## src/rtl/maskvect_writer.sv

```systemverilog
// Write-side sequencer for the mask vector memories: one insert/delete request
// becomes a read-modify-write on the addressed entry of each of the NSEG mask memories.
module maskvect_writer #(
    parameter int KWID    = 104,
    parameter int SEGWID  = 10,
    parameter int NSEG    = KWID / 8,
    parameter int MASKWID = KWID / 8,
    parameter int VTWID   = SEGWID * NSEG
) (
    input  logic                      clk,
    input  logic                      rst,
    input  logic                      i_Req_Valid,
    output logic                      o_Req_Ready,
    input  logic                      i_Req_Op,
    input  logic [VTWID-1:0]          i_Req_Segments,
    input  logic [NSEG*MASKWID-1:0]   i_Req_Mask_Data,
    input  logic                      i_Search_Active,
    output logic [NSEG-1:0]           o_Mem_Sel,
    output logic [SEGWID-1:0]         o_Mem_Addr,
    output logic                      o_Mem_Rd_En,
    output logic                      o_Mem_Wr_En,
    output logic [MASKWID-1:0]        o_Mem_Wdata,
    input  logic [MASKWID-1:0]        i_Mem_Rdata,
    output logic                      o_Busy,
    output logic                      o_Done
);

    localparam int KBITS = 4;

    typedef enum logic [2:0] {
        S_IDLE,
        S_READ,
        S_CAPTURE,
        S_WRITE,
        S_DONE
    } state_t;

    state_t                    state_q;
    logic [KBITS-1:0]          k_q;
    logic                      op_q;
    logic [VTWID-1:0]          seg_q;
    logic [NSEG*MASKWID-1:0]   mask_q;
    logic [MASKWID-1:0]        old_q;
    logic                      ready_q;
    logic                      busy_q;
    logic                      done_q;

    logic [MASKWID-1:0]        m_k;
    logic [SEGWID-1:0]         seg_k;
    logic [NSEG-1:0]           sel_oh;
    logic [MASKWID-1:0]        new_word;
    logic                      last_k;
    logic                      rd_fire;
    logic                      wr_fire;

    always_comb begin
        m_k      = mask_q[int'(k_q) * MASKWID +: MASKWID];
        seg_k    = seg_q[int'(k_q) * SEGWID +: SEGWID];
        sel_oh   = '0;
        sel_oh[k_q] = 1'b1;
        last_k   = (k_q == KBITS'(NSEG - 1));
        new_word = op_q ? (old_q & ~m_k) : (old_q | m_k);
        // The search path owns the ports this cycle: only the strobe is gated combinationally.
        rd_fire  = (state_q == S_READ) && (m_k != '0) && !i_Search_Active;
        wr_fire  = (state_q == S_WRITE) && !i_Search_Active;
    end

    always_comb begin
        o_Mem_Rd_En = rd_fire;
        o_Mem_Wr_En = wr_fire;
        o_Mem_Sel   = (rd_fire || wr_fire) ? sel_oh : '0;
        o_Mem_Addr  = (rd_fire || wr_fire) ? seg_k  : '0;
        o_Mem_Wdata = wr_fire ? new_word : '0;
        o_Req_Ready = ready_q;
        o_Busy      = busy_q;
        o_Done      = done_q;
    end

    always_ff @(posedge clk or negedge rst) begin
        if (!rst) begin
            state_q <= S_IDLE;
            k_q     <= '0;
            op_q    <= 1'b0;
            seg_q   <= '0;
            mask_q  <= '0;
            old_q   <= '0;
            ready_q <= 1'b1;
            busy_q  <= 1'b0;
            done_q  <= 1'b0;
        end else begin
            case (state_q)
                S_IDLE: begin
                    if (i_Req_Valid) begin
                        op_q    <= i_Req_Op;
                        seg_q   <= i_Req_Segments;
                        mask_q  <= i_Req_Mask_Data;
                        k_q     <= '0;
                        state_q <= S_READ;
                        ready_q <= 1'b0;
                        busy_q  <= 1'b1;
                    end
                end
                S_READ: begin
                    if (m_k == '0) begin
                        if (last_k) begin
                            state_q <= S_DONE;
                            done_q  <= 1'b1;
                        end else begin
                            k_q <= k_q + KBITS'(1);
                        end
                    end else if (!i_Search_Active) begin
                        state_q <= S_CAPTURE;
                    end
                end
                S_CAPTURE: begin
                    old_q   <= i_Mem_Rdata;
                    state_q <= S_WRITE;
                end
                S_WRITE: begin
                    if (!i_Search_Active) begin
                        if (last_k) begin
                            state_q <= S_DONE;
                            done_q  <= 1'b1;
                        end else begin
                            k_q     <= k_q + KBITS'(1);
                            state_q <= S_READ;
                        end
                    end
                end
                S_DONE: begin
                    state_q <= S_IDLE;
                    done_q  <= 1'b0;
                    busy_q  <= 1'b0;
                    ready_q <= 1'b1;
                end
                default: begin
                    state_q <= S_IDLE;
                    done_q  <= 1'b0;
                    busy_q  <= 1'b0;
                    ready_q <= 1'b1;
                end
            endcase
        end
    end

endmodule
```

## config.mk

```make
export PLATFORM = sky130hd
export DESIGN_NAME = maskvect_writer
export DESIGN_NICKNAME = d
export VERILOG_FILES = /design/src/rtl/maskvect_writer.sv
export SDC_FILE = /design/constraint.sdc
export NUM_CORES = 1
export LEC_CHECK = 0
export ABC_AREA = 1
export CAP_MARGIN = 20
export CELL_PAD_IN_SITES_DETAIL_PLACEMENT = 1
export CELL_PAD_IN_SITES_GLOBAL_PLACEMENT = 2
export CORE_ASPECT_RATIO = 2
export CORE_MARGIN = 3
export CORE_UTILIZATION = 31
export DETAILED_ROUTE_END_ITERATION = 8
export PLACE_DENSITY = 0.95
export SYNTH_ARGS = -nofsm -noshare
export SYNTH_HDL_FRONTEND = slang
export SYNTH_SLANG_ARGS = --single-unit
```

## constraint.sdc

```tcl
create_clock -name clk -period 5.8 [get_ports clk]
set_clock_uncertainty 0.1 [all_clocks]
set_input_delay 1.74 -clock clk [delete_from_list [all_inputs] [get_ports clk]]
set_output_delay 1.74 -clock clk [all_outputs]
set_load 0.03 [all_outputs]
```

Yosys cells after proc, flatten, opt, wreduce, memory -nomap -nowiden --
Cells that the tools add are included.
Word-level totals: flip-flop bits (word level) 323, bits in latches 0, bits in writable memories 0, memory bits (read-only) 0, output and inout port bits 41, memories kept 0
Cells by class: $add $sub $neg 1, $mul 2, divide/modulo/power cells 0, $lt $le $gt $ge 2, equality and inequality tests 9, shift-type cells 2, muxes and demuxes 26, bitwise operators 5, reduce and logical (&&, ||, !) cells 17
Operators with widths (number):
- indexed part select 169 x 9 -> 13 bit | 1
- indexed part select 130 x 9 -> 10 bit | 1
- two-way mux 13 bit | 3
- two-way mux 3 bit | 6
- two-way mux 4 bit | 4
- AND 13 bit | 1
- logical NOT 13 bit | 1
- inverter 13 bit | 1
- bitwise OR 13 bit | 1
- nonzero test 13 bit | 1
- case mux 3 bit (4 select lines) | 1
- case mux 4 bit (3 select lines) | 1
- two-way mux 10 bit | 1
- multiplier 4 x 4 -> 8 bit (second input constant) | 1
- AND reduction 4 bit | 2
- multiplier 4 x 3 -> 7 bit (second input constant) | 1
- equality test 3 x 2 -> 1 bit (second input constant) | 2
- two-way mux 1 bit | 6
- < comparator 4 x 5 -> 1 bit (second input constant) | 1
- adder 4 x 1 -> 4 bit (second input constant) | 1
- demux 1 bit (select 4 bit) | 1
- equality test 4 bit (second input constant) | 1
- >= comparator 4 x 1 -> 1 bit (second input constant) | 1
- logical AND 1 bit | 4
- 16 further kinds | 20

Depth between registers and ports, before layout --
word-level depth 7, depth in mapped cells 19, depth with buffers taken out 16

Least setup slack after synthesis --
Ideal clock, no wire load.
path type input port to output port, start point in i_Search_Active, end point out o_Mem_Wdata[1], arrival time 2.921 ns, required time 3.960 ns, path slack 1.039 ns, cell stages on the path 4, cell sequence nor2_1 clkbuf_1 o21ai_0 nor2_1
On the way: cells in the longest elaborated chain, start to end 3
Ends and longest elaborated chain:
- from (decl) | line 17 | input logic i_Search_Active,
- logical NOT 1 bit
- logical AND 1 bit | line 65 | wr_fire = (state_q == S_WRITE) && !i_Search_Active;
- via o_Mem_Wr_En | line 21 | output logic o_Mem_Wr_En,
- two-way mux 13 bit | line 73 | o_Mem_Wdata = wr_fire ? new_word : '0;
- to (decl) | line 22 | output logic [MASKWID-1:0] o_Mem_Wdata,
The timed path passes the listed nets, and every way through them passes these cells.

Final worst setup path --
start point reg k_q[1], end point out o_Mem_Addr[9]
On the way: cells in the longest elaborated chain, start to end 7, elaborated cells on any way between the ends 9, those cells by class 2 x mul; 2 x shift; 1 x mux; 4 x reduce/logical
Ends and longest elaborated chain:
- from (decl) | line 39 | logic [KBITS-1:0] k_q;
- from (signal assigned) | line 109 | k_q <= k_q + KBITS'(1);
- from (signal assigned) | line 125 | k_q <= k_q + KBITS'(1);
- multiplier 4 x 4 -> 8 bit | line 57 | m_k = mask_q[int'(k_q) * MASKWID +: MASKWID];
- indexed part select 169 x 9 -> 13 bit | line 57
- nonzero test 13 bit | line 64 | rd_fire = (state_q == S_READ) && (m_k != '0) && !i_Search_Active;
- logical AND 1 bit (2 in series) | line 64
- logical OR 1 bit | line 72 | o_Mem_Addr = (rd_fire || wr_fire) ? seg_k : '0;
- two-way mux 10 bit * | line 72
- to (decl) | line 19 | output logic [SEGWID-1:0] o_Mem_Addr,
Mark *: on every way between the ends. The rest lies on a longest branch, timed or not.

==> metrics <==
crit path DAT=3600 ps; Max VDD drop=0.229 mV; FF-to-FF End=k_q[1]$_DFFE_PN0P_; cts hold-fix bufs=0; routed wire length=62200 um; Seq/Total Area, Yosys=51.4%; clk root buf=clkbuf_16; Worst setup EP type=output pin; Final Non-Filler Cells=3038; placer's final routability congestion estimate=0.866; # fillers=6007; top cells by area, synth=dfrtp_1 51%, nand2_1 21%, o21ai_0 7.2%; clock slew at reported path FFs=60 ps; vias per std cell=4.89; Crit Path Max Fanout=26; Syn Nets=2380; RSZ-0062 raised after global routing=false; clk_lat worst skew=530 ps; CP Depth=16; Post-Syn Instances=2059; CTS tree=done; synth unique cells=36; Leak Pwr=10.1 nW; most frequent CP cell=nand2_1; starting density of the core=31.4%; Synth top area share=51.2%; largest net degree at the start of global routing=170; num ports=358; Hold Path Class=register to register; status=finished, final reports clean; Final Hold Fails=0; EDFF count, synth=0; final period utilization=93.9%; Slew headroom=33.8%; core outline area=50100 sq um; Hold Path End=seg_q[48]$_DFFE_PN0P_; Syn-to-layout area delta=34.4%; CP max stage cell=dfrtp_4; first-pass GRT wire length=93500 um; DRT antenna net count=0; H-tree lvl count=2; post-CTS setup buffer count=0; GR Util All Layers=22.9%; Worst path max stage delay=450 ps; initial antenna violation count=13; FF+latch count, synth=323; Synth warnings=0; Worst R2R Start=k_q[1]$_DFFE_PN0P_; layout cells sized above 1=7.72%; hold depth=2; final setup fails=0; Main synth FF type=dfrtp_1; # DRC=0; Buffers on Ports=357; drt initial violations=814; vias in the first global route=16400; Mapped Area=15700 sq um; cell row count=116; setup tns final=0 ps; clock tree buffer depth=3; drt wl/cell=20.5 um; Max Freq=184 MHz; crit path time final=5440 ps; TritonCTS Buffers=35; CTS Sinks=323; Pwr Density=517 nW/um^2; Nets=2680; Placed Instances=2971; Initial DRT Pass Iterations=5; die area=53700 sq um; top cell family by delay on the critical path=buffers and inverters; R2R Setup Slk=2930 ps; syn_area_per_cell=7.64 sq um; Slew Viols, Final=0; Buf+Inv Stages, Crit Path=5; R2R depth=16; Post-CTS Resized=0; Die W=165 um; dpl hpwl=46200 um; hold_sp=seg_q[48]$_DFFE_PN0P_; WS Path Type=register to output pin; Die Ht=325 um; ys async rst share=100%; Worst Tran Pin Value=994 ps; Startpoint Class=register; worst path cell trace=clkinv_2 > buf_4 > nand3_1 > nand2_1 > nand2_1 > nand2_1 > nor2_1 > nand2_1 > inv_2 > nand2_1 > nor2_2 > nand2_4 > nand3_4 > buf_4 > a21oi_1 > buf_12; dominant cell type by area after synthesis=dfrtp_1; Vias=14800; total gr overflow=0; max cap viols=0; Critical Path RT=3960 ps
[per-stage QoR]
step,setup slack (ps),util (%),area [sq um],power [mW],hold slack [ps]
finish,355,42.2,21200,10.9,368
floorplan,1040,-,15700,6.76,337
global placement,425,39.9,20000,8.46,350
CTS,253,42.2,21100,11.1,371
global route,34.8,42.2,21100,11.8,399
detailed placement,516,39.9,20000,8.67,355
[registers in the layout (all words and copies together), names as in the netlist]
signal	count
o_Done	1
o_Req_Ready	1
mask_q	169
k_q	4
op_q	1
state_q	3
old_q	13
seg_q	130
o_Busy	1
[layout make-up]
type,instances,area (sq um),area share (%)
Clock inverter,13,169,0.798
Inverter,190,718,3.40
Tap cell,649,812,3.84
Antenna cell,7,17.5,0.0828
Timing Repair Buffer,388,4020,19.0
Multi-Input combinational cell,1421,6320,29.9
Sequential cell,323,8090,38.3
Clock buffer,47,1000,4.74
[cell usage after synthesis, drive strengths merged, types with 2 or more instances]
| master | instances |
|---|---|
| nand2 | 873 |
| dfrtp | 322 |
| o21ai | 245 |
| inv | 188 |
| nand3 | 86 |
| a21oi | 79 |
| nor2 | 71 |
| buf | 64 |
| clkbuf | 61 |
| mux2 | 13 |
| nand4 | 10 |
| nor3 | 10 |
| o211ai | 10 |
| o221ai | 10 |
| ha | 4 |
| a211oi | 3 |
| clkinv | 2 |
| o31ai | 2 |
[worst reg2reg max path, delay by kind of cell (launching register included)]
kind / cells / cell delay, ps
buffers and inverters: 3 / 880
AO/OA/AOI/OAI: 1 / 100
flip-flops: 1 / 450
AND/OR/NAND/NOR: 12 / 1190
[cell families (layout without fill, tap and decap cells)]
kind of cell	count (synthesis)	in the layout	synth area share (%)
flip-flops	323	323	51.4
buffers and inverters	315	638	8.57
adder cells (fa/ha/maj)	4	4	0.318
XOR/XNOR	1	1	0.0557
other	0	7	0
multiplexers	13	13	0.930
AO/OA/AOI/OAI	353	353	12.2
AND/OR/NAND/NOR	1050	1050	26.5
[cells in the final DEF, fill, tap and decap left out, drive strengths merged, types with 47 or more instances in the layout]
cell type and n:
nand3 86, buf 68, inv 186, nor2 71
clkdlybuf4s50 320, a21oi 79, clkbuf 47, nand2 873
dfrtp 322, o21ai 245
[per-layer routing]
layer	routed length [um]	part of all wire (%)	vias to the layer above	track usage, %
met5	65	0.10	-	0
met4	3110	5.0	10	10.5
met3	3030	4.9	122	3.67
met2	33100	53	407	42.4
met1	22900	37	7265	24.7
li1	-	-	7045	-
[worst max-delay path by stage]
stage	start	to	slack [ps]
2_1_floorplan	i_Search_Active	o_Mem_Wdata[1]	1040
6_report	k_q[1]$_DFFE_PN0P_	o_Mem_Addr[9]	360
5_1_grt	k_q[1]$_DFFE_PN0P_	o_Mem_Addr[9]	30
3_3_place_gp	i_Search_Active	o_Mem_Wdata[12]	420
3_5_place_dp	i_Search_Active	o_Mem_Wdata[12]	520
4_1_cts	k_q[1]$_DFFE_PN0P_	o_Mem_Addr[9]	250
[report_power, final]
| group | switching [mW] | internal (mW) | leakage, nW |
|---|---|---|---|
| Sequential | 0.515 | 3.33 | 3.98 |
| Clock | 0.961 | 1.39 | 0.584 |
| Combinational | 3.16 | 1.57 | 5.50 |
| Total | 4.63 | 6.30 | 10.1 |
No activity file was read; power rests on OpenSTA's default activity.
